--- config.mk ---
export PLATFORM = sky130hd
export DESIGN_NAME = axi_config_status_regs
export DESIGN_NICKNAME = d
export VERILOG_FILES = /design/src/rtl/axi_regs_pkg.sv /design/src/rtl/axi_lite_wr_collector.sv /design/src/rtl/axi_config_status_regs.sv
export SDC_FILE = /design/constraint.sdc
export NUM_CORES = 2
export LEC_CHECK = 0
export CAP_MARGIN = 30
export CORE_AREA = 10 10 337 339
export CTS_BUF_LIST = sky130_fd_sc_hd__clkbuf_4 sky130_fd_sc_hd__clkbuf_8 sky130_fd_sc_hd__clkbuf_16
export DETAILED_ROUTE_END_ITERATION = 10
export DIE_AREA = 0 0 347 349
export DONT_BUFFER_PORTS = 1
export MAX_ROUTING_LAYER = met4
export PLACE_DENSITY = 0.44
export SETUP_SLACK_MARGIN = 0.3
export SLEW_MARGIN = 20
export SYNTH_ARGS = -nofsm -noshare
export SYNTH_HDL_FRONTEND = slang
export SYNTH_SLANG_ARGS = --single-unit
--- constraint.sdc ---
create_clock -name S_AXI_ACLK -period 3.93 [get_ports S_AXI_ACLK]
set_input_delay 1.179 -clock S_AXI_ACLK [delete_from_list [all_inputs] [get_ports S_AXI_ACLK]]
set_output_delay 1.179 -clock S_AXI_ACLK [all_outputs]
set_load 0.01 [all_outputs]
--- src/rtl/axi_regs_pkg.sv ---
// Shared response codes, index classification and address helpers for the
// AXI4-Lite config/status register bank.
package axi_regs_pkg;

   localparam logic [1:0] AXI_RESP_OKAY   = 2'b00;
   localparam logic [1:0] AXI_RESP_SLVERR = 2'b10;

   typedef enum logic [1:0] {
      IDX_CONFIG,
      IDX_STATUS,
      IDX_ILLEGAL
   } idx_class_e;

   // Number of byte-offset bits dropped from an address to form a word index.
   function automatic int unsigned addr_lsb(input int unsigned data_width);
      return $clog2(data_width / 8);
   endfunction

   function automatic idx_class_e classify_idx(input int unsigned idx,
                                               input int unsigned num_config,
                                               input int unsigned num_status);
      if (idx < num_config) begin
         return IDX_CONFIG;
      end else if (idx < num_config + num_status) begin
         return IDX_STATUS;
      end
      return IDX_ILLEGAL;
   endfunction

endpackage

--- src/rtl/axi_lite_wr_collector.sv ---
// Collects AXI4-Lite AW and W beats independently, issues one commit strobe
// once both are held, and owns the B response channel.
module axi_lite_wr_collector
   import axi_regs_pkg::*;
#(
   parameter int unsigned AXI_ADDR_WIDTH = 8,
   parameter int unsigned AXI_DATA_WIDTH = 32,
   parameter int unsigned NUM_CONFIG     = 16,
   parameter int unsigned NUM_STATUS     = 8
) (
   input  logic                          clk,
   input  logic                          rst,
   input  logic [AXI_ADDR_WIDTH-1:0]     s_awaddr,
   input  logic                          s_awvalid,
   output logic                          s_awready,
   input  logic [AXI_DATA_WIDTH-1:0]     s_wdata,
   input  logic [AXI_DATA_WIDTH/8-1:0]   s_wstrb,
   input  logic                          s_wvalid,
   output logic                          s_wready,
   output logic [1:0]                    s_bresp,
   output logic                          s_bvalid,
   input  logic                          s_bready,
   output logic                          commit_o,
   output idx_class_e                    commit_class_o,
   output logic [AXI_ADDR_WIDTH-1:0]     commit_addr_o,
   output logic [AXI_DATA_WIDTH-1:0]     commit_data_o,
   output logic [AXI_DATA_WIDTH/8-1:0]   commit_strb_o
);

   localparam int unsigned ADDR_LSB = addr_lsb(AXI_DATA_WIDTH);

   logic                        aw_held_q, aw_held_d;
   logic                        w_held_q,  w_held_d;
   logic [AXI_ADDR_WIDTH-1:0]   awaddr_q,  awaddr_d;
   logic [AXI_DATA_WIDTH-1:0]   wdata_q,   wdata_d;
   logic [AXI_DATA_WIDTH/8-1:0] wstrb_q,   wstrb_d;
   logic                        bvalid_q,  bvalid_d;
   logic [1:0]                  bresp_q,   bresp_d;

   logic aw_hs;
   logic w_hs;
   logic commit;

   always_comb begin
      s_awready      = !aw_held_q && !bvalid_q;
      s_wready       = !w_held_q && !bvalid_q;
      aw_hs          = s_awvalid && s_awready;
      w_hs           = s_wvalid && s_wready;
      commit         = aw_held_q && w_held_q;
      commit_o       = commit;
      commit_class_o = classify_idx(32'(awaddr_q >> ADDR_LSB), NUM_CONFIG, NUM_STATUS);
      commit_addr_o  = awaddr_q;
      commit_data_o  = wdata_q;
      commit_strb_o  = wstrb_q;
      s_bvalid       = bvalid_q;
      s_bresp        = bresp_q;
   end

   always_comb begin
      aw_held_d = aw_held_q;
      w_held_d  = w_held_q;
      awaddr_d  = awaddr_q;
      wdata_d   = wdata_q;
      wstrb_d   = wstrb_q;
      bvalid_d  = bvalid_q;
      bresp_d   = bresp_q;
      if (aw_hs) begin
         aw_held_d = 1'b1;
         awaddr_d  = s_awaddr;
      end
      if (w_hs) begin
         w_held_d = 1'b1;
         wdata_d  = s_wdata;
         wstrb_d  = s_wstrb;
      end
      if (bvalid_q && s_bready) begin
         bvalid_d = 1'b0;
      end
      // Both ready flags are low while both beats are held, so no capture can
      // coincide with a commit.
      if (commit) begin
         aw_held_d = 1'b0;
         w_held_d  = 1'b0;
         bvalid_d  = 1'b1;
         bresp_d   = (commit_class_o == IDX_CONFIG) ? AXI_RESP_OKAY : AXI_RESP_SLVERR;
      end
   end

   always_ff @(posedge clk) begin
      if (rst) begin
         aw_held_q <= 1'b0;
         w_held_q  <= 1'b0;
         awaddr_q  <= '0;
         wdata_q   <= '0;
         wstrb_q   <= '0;
         bvalid_q  <= 1'b0;
         bresp_q   <= AXI_RESP_OKAY;
      end else begin
         aw_held_q <= aw_held_d;
         w_held_q  <= w_held_d;
         awaddr_q  <= awaddr_d;
         wdata_q   <= wdata_d;
         wstrb_q   <= wstrb_d;
         bvalid_q  <= bvalid_d;
         bresp_q   <= bresp_d;
      end
   end

endmodule

--- src/rtl/axi_config_status_regs.sv ---
// AXI4-Lite register bank: NUM_CONFIG byte-writable config registers with
// write pulses, followed by NUM_STATUS read-only status words from fabric.
module axi_config_status_regs
   import axi_regs_pkg::*;
#(
   parameter int unsigned AXI_ADDR_WIDTH = 8,
   parameter int unsigned AXI_DATA_WIDTH = 32,
   parameter int unsigned NUM_CONFIG     = 16,
   parameter int unsigned NUM_STATUS     = 8,
   parameter logic [NUM_CONFIG*AXI_DATA_WIDTH-1:0] CONFIG_RESET = '0
) (
   input  logic                                  S_AXI_ACLK,
   input  logic                                  S_AXI_ARESET,
   input  logic [AXI_ADDR_WIDTH-1:0]             S_AXI_AWADDR,
   input  logic [2:0]                            S_AXI_AWPROT,
   input  logic                                  S_AXI_AWVALID,
   output logic                                  S_AXI_AWREADY,
   input  logic [AXI_DATA_WIDTH-1:0]             S_AXI_WDATA,
   input  logic [AXI_DATA_WIDTH/8-1:0]           S_AXI_WSTRB,
   input  logic                                  S_AXI_WVALID,
   output logic                                  S_AXI_WREADY,
   output logic [1:0]                            S_AXI_BRESP,
   output logic                                  S_AXI_BVALID,
   input  logic                                  S_AXI_BREADY,
   input  logic [AXI_ADDR_WIDTH-1:0]             S_AXI_ARADDR,
   input  logic [2:0]                            S_AXI_ARPROT,
   input  logic                                  S_AXI_ARVALID,
   output logic                                  S_AXI_ARREADY,
   output logic [AXI_DATA_WIDTH-1:0]             S_AXI_RDATA,
   output logic [1:0]                            S_AXI_RRESP,
   output logic                                  S_AXI_RVALID,
   input  logic                                  S_AXI_RREADY,
   output logic [NUM_CONFIG*AXI_DATA_WIDTH-1:0]  config_out,
   output logic [NUM_CONFIG-1:0]                 config_wr_pulse,
   input  logic [((NUM_STATUS > 0) ? NUM_STATUS : 1)*AXI_DATA_WIDTH-1:0] status_in
);

   localparam int unsigned ADDR_LSB = addr_lsb(AXI_DATA_WIDTH);
   localparam int unsigned DW       = AXI_DATA_WIDTH;

   logic [DW-1:0]         config_q [NUM_CONFIG];
   logic [DW-1:0]         config_d [NUM_CONFIG];
   logic [NUM_CONFIG-1:0] wr_pulse_q, wr_pulse_d;
   logic                  rvalid_q, rvalid_d;
   logic [DW-1:0]         rdata_q, rdata_d;
   logic [1:0]            rresp_q, rresp_d;

   logic                  commit;
   idx_class_e            commit_class;
   logic [AXI_ADDR_WIDTH-1:0] commit_addr;
   logic [DW-1:0]         commit_data;
   logic [DW/8-1:0]       commit_strb;
   int unsigned           wr_idx;

   logic                  ar_hs;
   int unsigned           rd_idx;
   idx_class_e            rd_class;
   logic [DW-1:0]         rd_word;

   logic                  unused_prot;
   assign unused_prot = ^{S_AXI_ARPROT, S_AXI_AWPROT};

   axi_lite_wr_collector #(
      .AXI_ADDR_WIDTH (AXI_ADDR_WIDTH),
      .AXI_DATA_WIDTH (AXI_DATA_WIDTH),
      .NUM_CONFIG     (NUM_CONFIG),
      .NUM_STATUS     (NUM_STATUS)
   ) u_wr_collector (
      .clk            (S_AXI_ACLK),
      .rst            (S_AXI_ARESET),
      .s_awaddr       (S_AXI_AWADDR),
      .s_awvalid      (S_AXI_AWVALID),
      .s_awready      (S_AXI_AWREADY),
      .s_wdata        (S_AXI_WDATA),
      .s_wstrb        (S_AXI_WSTRB),
      .s_wvalid       (S_AXI_WVALID),
      .s_wready       (S_AXI_WREADY),
      .s_bresp        (S_AXI_BRESP),
      .s_bvalid       (S_AXI_BVALID),
      .s_bready       (S_AXI_BREADY),
      .commit_o       (commit),
      .commit_class_o (commit_class),
      .commit_addr_o  (commit_addr),
      .commit_data_o  (commit_data),
      .commit_strb_o  (commit_strb)
   );

   always_comb begin
      wr_idx = 32'(commit_addr >> ADDR_LSB);
      config_d   = config_q;
      wr_pulse_d = '0;
      if (commit && (commit_class == IDX_CONFIG)) begin
         for (int unsigned k = 0; k < NUM_CONFIG; k++) begin
            if (wr_idx == k) begin
               wr_pulse_d[k] = 1'b1;
               for (int unsigned b = 0; b < DW/8; b++) begin
                  if (commit_strb[b]) begin
                     config_d[k][b*8 +: 8] = commit_data[b*8 +: 8];
                  end
               end
            end
         end
      end
   end

   // Read mux uses pre-edge config contents, so a read that coincides with a
   // commit returns the old value.
   always_comb begin
      ar_hs    = S_AXI_ARVALID && !rvalid_q;
      rd_idx   = 32'(S_AXI_ARADDR >> ADDR_LSB);
      rd_class = classify_idx(rd_idx, NUM_CONFIG, NUM_STATUS);
      rd_word  = '0;
      for (int unsigned k = 0; k < NUM_CONFIG; k++) begin
         if (rd_idx == k) begin
            rd_word = config_q[k];
         end
      end
      for (int unsigned s = 0; s < NUM_STATUS; s++) begin
         if (rd_idx == NUM_CONFIG + s) begin
            rd_word = status_in[s*DW +: DW];
         end
      end
   end

   always_comb begin
      rvalid_d = rvalid_q;
      rdata_d  = rdata_q;
      rresp_d  = rresp_q;
      if (rvalid_q && S_AXI_RREADY) begin
         rvalid_d = 1'b0;
      end
      if (ar_hs) begin
         rvalid_d = 1'b1;
         if (rd_class == IDX_ILLEGAL) begin
            rdata_d = '0;
            rresp_d = AXI_RESP_SLVERR;
         end else begin
            rdata_d = rd_word;
            rresp_d = AXI_RESP_OKAY;
         end
      end
   end

   always_ff @(posedge S_AXI_ACLK) begin
      if (S_AXI_ARESET) begin
         for (int unsigned k = 0; k < NUM_CONFIG; k++) begin
            config_q[k] <= CONFIG_RESET[k*DW +: DW];
         end
         wr_pulse_q <= '0;
         rvalid_q   <= 1'b0;
         rdata_q    <= '0;
         rresp_q    <= AXI_RESP_OKAY;
      end else begin
         config_q   <= config_d;
         wr_pulse_q <= wr_pulse_d;
         rvalid_q   <= rvalid_d;
         rdata_q    <= rdata_d;
         rresp_q    <= rresp_d;
      end
   end

   always_comb begin
      config_out = '0;
      for (int unsigned k = 0; k < NUM_CONFIG; k++) begin
         config_out[k*DW +: DW] = config_q[k];
      end
      config_wr_pulse = wr_pulse_q;
      S_AXI_ARREADY   = !rvalid_q;
      S_AXI_RVALID    = rvalid_q;
      S_AXI_RDATA     = rdata_q;
      S_AXI_RRESP     = rresp_q;
   end

endmodule

## After elaboration in Yosys (flattened, before gate mapping)

Cells that the tools add are included.

- Register bits: 612
- Input bits: 321
- Output and inout bits: 569

- Order comparisons: 4
- Eq/ne operators: 39
- Multiplexer cells: 57
- Bitwise logic cells: 1
- Reductions and logical operators: 84

Operators with widths:

| operator | number |
|---|---|
| $mux W32 | 25 |
| $reduce_and A3 Y1 | 64 |
| $eq A6 B4 Y1 const B | 16 |
| $logic_not A32 Y1 | 2 |
| $eq A6 B3 Y1 const B | 8 |
| $eq A6 B5 Y1 const B | 8 |
| $eq A6 B2 Y1 const B | 4 |
| $lt A6 B5 Y1 const B | 4 |
| $mux W1 | 24 |
| $mux W2 | 8 |
| $eq A6 B1 Y1 const B | 2 |
| $logic_and A1 B1 Y1 | 9 |
| $logic_not A1 Y1 | 4 |
| $reduce_bool A2 Y1 | 2 |
| $reduce_or A2 Y1 | 2 |
| $eq A2 B2 Y1 const B | 1 |
| $logic_not A2 Y1 | 1 |
| $not A1 Y1 | 1 |

## Longest topological paths before layout

- Depth in word-level cells: 26
- Depth in mapped cells: 11
- Depth with buffers taken out: 6

## Modules after synthesis

A second synthesis with hierarchy kept.

- Cells, all modules: 3696
- Area total of the unflattened synthesis: 29105.4 sq um

By module, submodules not included:

| module | times used | cells an instance | area each (sq um) | seq. area each (sq um) |
|---|---|---|---|---|
| axi_config_status_regs | 1 | 3482 | 26913.3 | 11250.8 |
| axi_lite_wr_collector | 1 | 214 | 2192.1 | 960.9 |

## Least setup slack after synthesis

No wires, ideal clock.

- Path type: input port to flip-flop
- From: in S_AXI_ARADDR[3]
- To: reg rdata_q[1], in the netlist S_AXI_RDATA[1]
- Setup time: 0.125 ns
- Arrival: 2.955 ns
- Slack: 0.850 ns
- Cell stages on the path: 9
- Buffers on the path: 4
- Path through: buf_4 > buf_2 > buf_2 > buf_2 > mux4_2 > a221oi_1 > nand3_1 > a311oi_1 > a21oi_1

- Word-level cells in the longest chain between the ends: 26
- Elaborated cells on any way between the ends: 56
- Those cells by class: order compare: 2; eq/ne: 24; mux: 29; reduce/logical: 1

RTL lines:

| element | line | RTL |
|---|---|---|
| start: declaration | axi_config_status_regs.sv:25 | `input logic [AXI_ADDR_WIDTH-1:0] S_AXI_ARADDR,` |
| $logic_not A32 Y1 | axi_config_status_regs.sv:114 | `if (rd_idx == k) begin` |
| $mux W32 (16 in series) | axi_config_status_regs.sv:114 |  |
| $mux W32 (8 in series) | axi_config_status_regs.sv:119 | `if (rd_idx == NUM_CONFIG + s) begin` |
| $mux W32 * | axi_config_status_regs.sv:134 | `if (rd_class == IDX_ILLEGAL) begin` |
| end signal: assignment | axi_config_status_regs.sv:157 | `rdata_q <= rdata_d;` |
| end: declaration | axi_config_status_regs.sv:45 | `logic [DW-1:0] rdata_q, rdata_d;` |

Mark *: on every way between the ends. The rest lies on a longest branch, timed or not.
A chain may end at the register's enable or synchronous reset.

## Final worst setup path

- From: in S_AXI_ARADDR[3]
- To: reg rdata_q[6], in the netlist S_AXI_RDATA[6]

Same word-level chain as after synthesis.

==> results.txt <==
Layout cell share with drive strength beyond 1: 0.131
Slew headroom: -0.166
R2R setup slack: 0.89 ns
Failing checks: slew limit
Number of synthesized register bits: 608
Hold Slack: 0.454 ns
Tightest Hold Check Type: reg2reg
Cells after Synth: 3783
Hold_sp: u_wr_collector.commit_data_o[12]$_SDFFE_PP0P_
Total gr overflow: 0
Clk buf depth: 3
Worst Skew: 0.0360 ns
Clock sinks: 608
Critical path peak fanout: 190
Clock root buffer: clkbuf_16
I/O pin cnt: 890
Synth Cell Area: 28800 µm²
Fmax achieved: 302 MHz
Initial DRC Count: 4632
Status: finished with violations
Post-CTS setup buffer count: 0
Syn Area/Cell: 7.61 µm²
Placed Cells incl. Taps: 5044
Final Instance Area: 34100 µm²
R2R Path Start: u_wr_collector.commit_addr_o[4]$_SDFFE_PP0P_
Worst path arrival time: 3.88 ns
CP startpoint kind: input port
Initial Utilization: 0.270
Wire length per cell: 43.3 µm
First-pass GRT wire length: 295000 µm
Vias: 32400
Worst skew pair latency: 0.69 ns
Final Setup Violations: 0
Post-CTS Hold Buffers: 0
GR Util met1: 0.406
CTS clk-pin slew, worst paths: 0.06 ns
Initial antenna violation count: 56
Pleak: 10.8 nW
Hold path cells: 2
Setup tns final: 0 ns
Reg2Reg Depth: 5
Die W: 347 µm
Count of flip-flops with a built-in enable after synthesis: 0
Critical Path RT: 4.50 ns
Crit path time final: 3.32 ns
Hold EP: u_wr_collector.commit_data_o[12]$_SDFFE_PP0P_
CTS H-Tree Depth: 3
RSZ-0062 raised after global routing: no
Full die area: 121000 µm²
TritonCTS clock tree: yes
Tot GR Track Use: 0.363
Post-DP HPWL: 171000 µm
Post-synthesis sequential area ratio: 0.423
Core area: 107000 µm²
Layout area overhead: 18.5%
Total power: 14.8 mW
CTS Buf Count: 77
Total wire length: 226000 µm
Final worst path period share: 0.844
Final net count: 4041
PwrDens: 435 nW/µm²
Total iterations of the first detailed-routing run: 8
Post-CTS resize count: 0
FFs w/ async S/R, synth: 0
Port Buf Inserts: 0
Ys flop type: dfxtp_1
Slew Viols, Final: 132
RD Place Congestion: 0.990
GRT met3 Usage: 0.145
Max Cap Viol: 0
Row count: 120
Worst Path Class, Setup: in2reg
RR Endpoint: config_out[233]$_SDFFE_PP0P_
Endpoints failing hold: 0
Number of global-route vias before repair: 29200
DRT antenna net count: 0
Crit path capture type: register
Vias per cell: 6.19
Global route hottest layer: met2
Die Y-Extent: 349 µm
Largest net degree at the start of global routing: 591
Remaining DRCs: 0
Post-place instance area: 31400 µm²
Fin cells: 5235
Actual slew at the worst max-slew pin: 1.75 ns
Maximum VDD drop: 0.000297 V
Grt met2 use: 0.572
Post-synth cell types: 75
YS warnings: 0
Filler cell count: 11500
-- stage by stage --
stage | util | setup WS (ns)
global placement | 0.292 | 0.201
global route | 0.320 | 0.690
detailed placement | 0.294 | 0.151
CTS | 0.319 | 0.871
finish | 0.320 | 0.615
floorplan | - | 0.850
-- layout make-up --
type	count	area (µm²)	share of cell area
clock buffer	116	2330	0.0682
sequential	608	12200	0.357
antenna	49	123	0.00360
inverter	13	48.8	0.00143
clock inverter	26	300	0.00881
timing repair buffer	239	2170	0.0637
tap	1403	1760	0.0515
multi-input combinational	2781	15200	0.445
-- worst max-delay path, cell delays in order --
cell       delay (ns)
nand2b_1         0.38
buf_4            0.33
nor2_2           0.07
buf_4            0.19
a22o_1           0.17
a2111oi_0        0.76
a31o_2           0.46
a22oi_1          0.10
-- report_power, final --
group,internal [mW],switching (mW),total (mW)
Sequential,6.20,0.170,6.37
Combinational,0.286,0.669,0.955
Clock,4.29,3.22,7.51
-- worst max-delay path by stage --
stage                     cells past startpoint            start                            to  slack, ns
after floorplan                               9  S_AXI_ARADDR[3]   S_AXI_RDATA[1]$_SDFFE_PP0P_       0.85
after global placement                        9  S_AXI_ARADDR[6]  S_AXI_RDATA[25]$_SDFFE_PP0P_       0.20
after detailed placement                      8  S_AXI_ARADDR[6]  S_AXI_RDATA[13]$_SDFFE_PP0P_       0.15
after CTS                                     8  S_AXI_ARADDR[6]  S_AXI_RDATA[13]$_SDFFE_PP0P_       0.87
after global routing                          8  S_AXI_ARADDR[3]   S_AXI_RDATA[6]$_SDFFE_PP0P_       0.69
final                                         8  S_AXI_ARADDR[3]   S_AXI_RDATA[6]$_SDFFE_PP0P_       0.61
-- routing by layer --
metal | up-vias | share of wire
li1 | 13500 | -
met1 | 16300 | 0.37
met2 | 2209 | 0.46
met3 | 434 | 0.12
met4 | 0 | 0.051
met5 | - | 0
-- registers in the layout, indices dropped and copies added (netlist names), 4 cells and up --
register	cells
S_AXI_RDATA	32
u_wr_collector.commit_strb_o	4
u_wr_collector.commit_data_o	32
u_wr_collector.commit_addr_o	6
config_out	512
config_wr_pulse	16
-- Yosys cell counts, types with 12 or more instances --
library cell	count	area, µm²
nand2_1	773	2900
a21oi_1	662	3310
dfxtp_1	608	12200
nand3_1	546	2730
clkbuf_1	279	1050
o21ai_0	144	721
nor2_1	111	417
a22oi_1	87	653
buf_2	86	430
mux2i_1	38	380
mux4_2	31	698
a221oi_1	29	254
nor3_1	29	145
o22ai_1	29	181
mux2_2	25	282
a22o_1	19	166
o211ai_1	19	143
a211oi_1	18	135
a222oi_1	16	160
nand2b_1	13	81.3
o221ai_1	13	114
inv_1	12	45.0
-- kinds of logic after synthesis --
family                 synth area share
and+or+nand+nor                   0.243
AOI/OAI and AO/OA                 0.231
DFF                               0.423
buffers and inverters            0.0564
muxes                            0.0473
other                          0.000130
-- placed cells by master, fill, tap and decap left out, drive strengths merged, types with 8 or more instances in the layout --
cell type,count
mux2,25
diode,49
a211oi,18
a21oi,662
o211ai,19
o2bb2ai,9
nand4,10
clkbuf,116
a22oi,87
a221o,9
a222oi,16
nand2,773
a22o,19
a221oi,29
nor2,120
mux4,31
nor3,33
a31oi,10
buf,239
nand2b,13
and3,10
a2111oi,8
inv,17
dfxtp,608
clkinv,19
o221ai,13
o21ai,144
mux2i,38
nor4,8
o22ai,29
nor4b,8
nand3,546
Note: power is estimated with default switching activity, not from simulation.
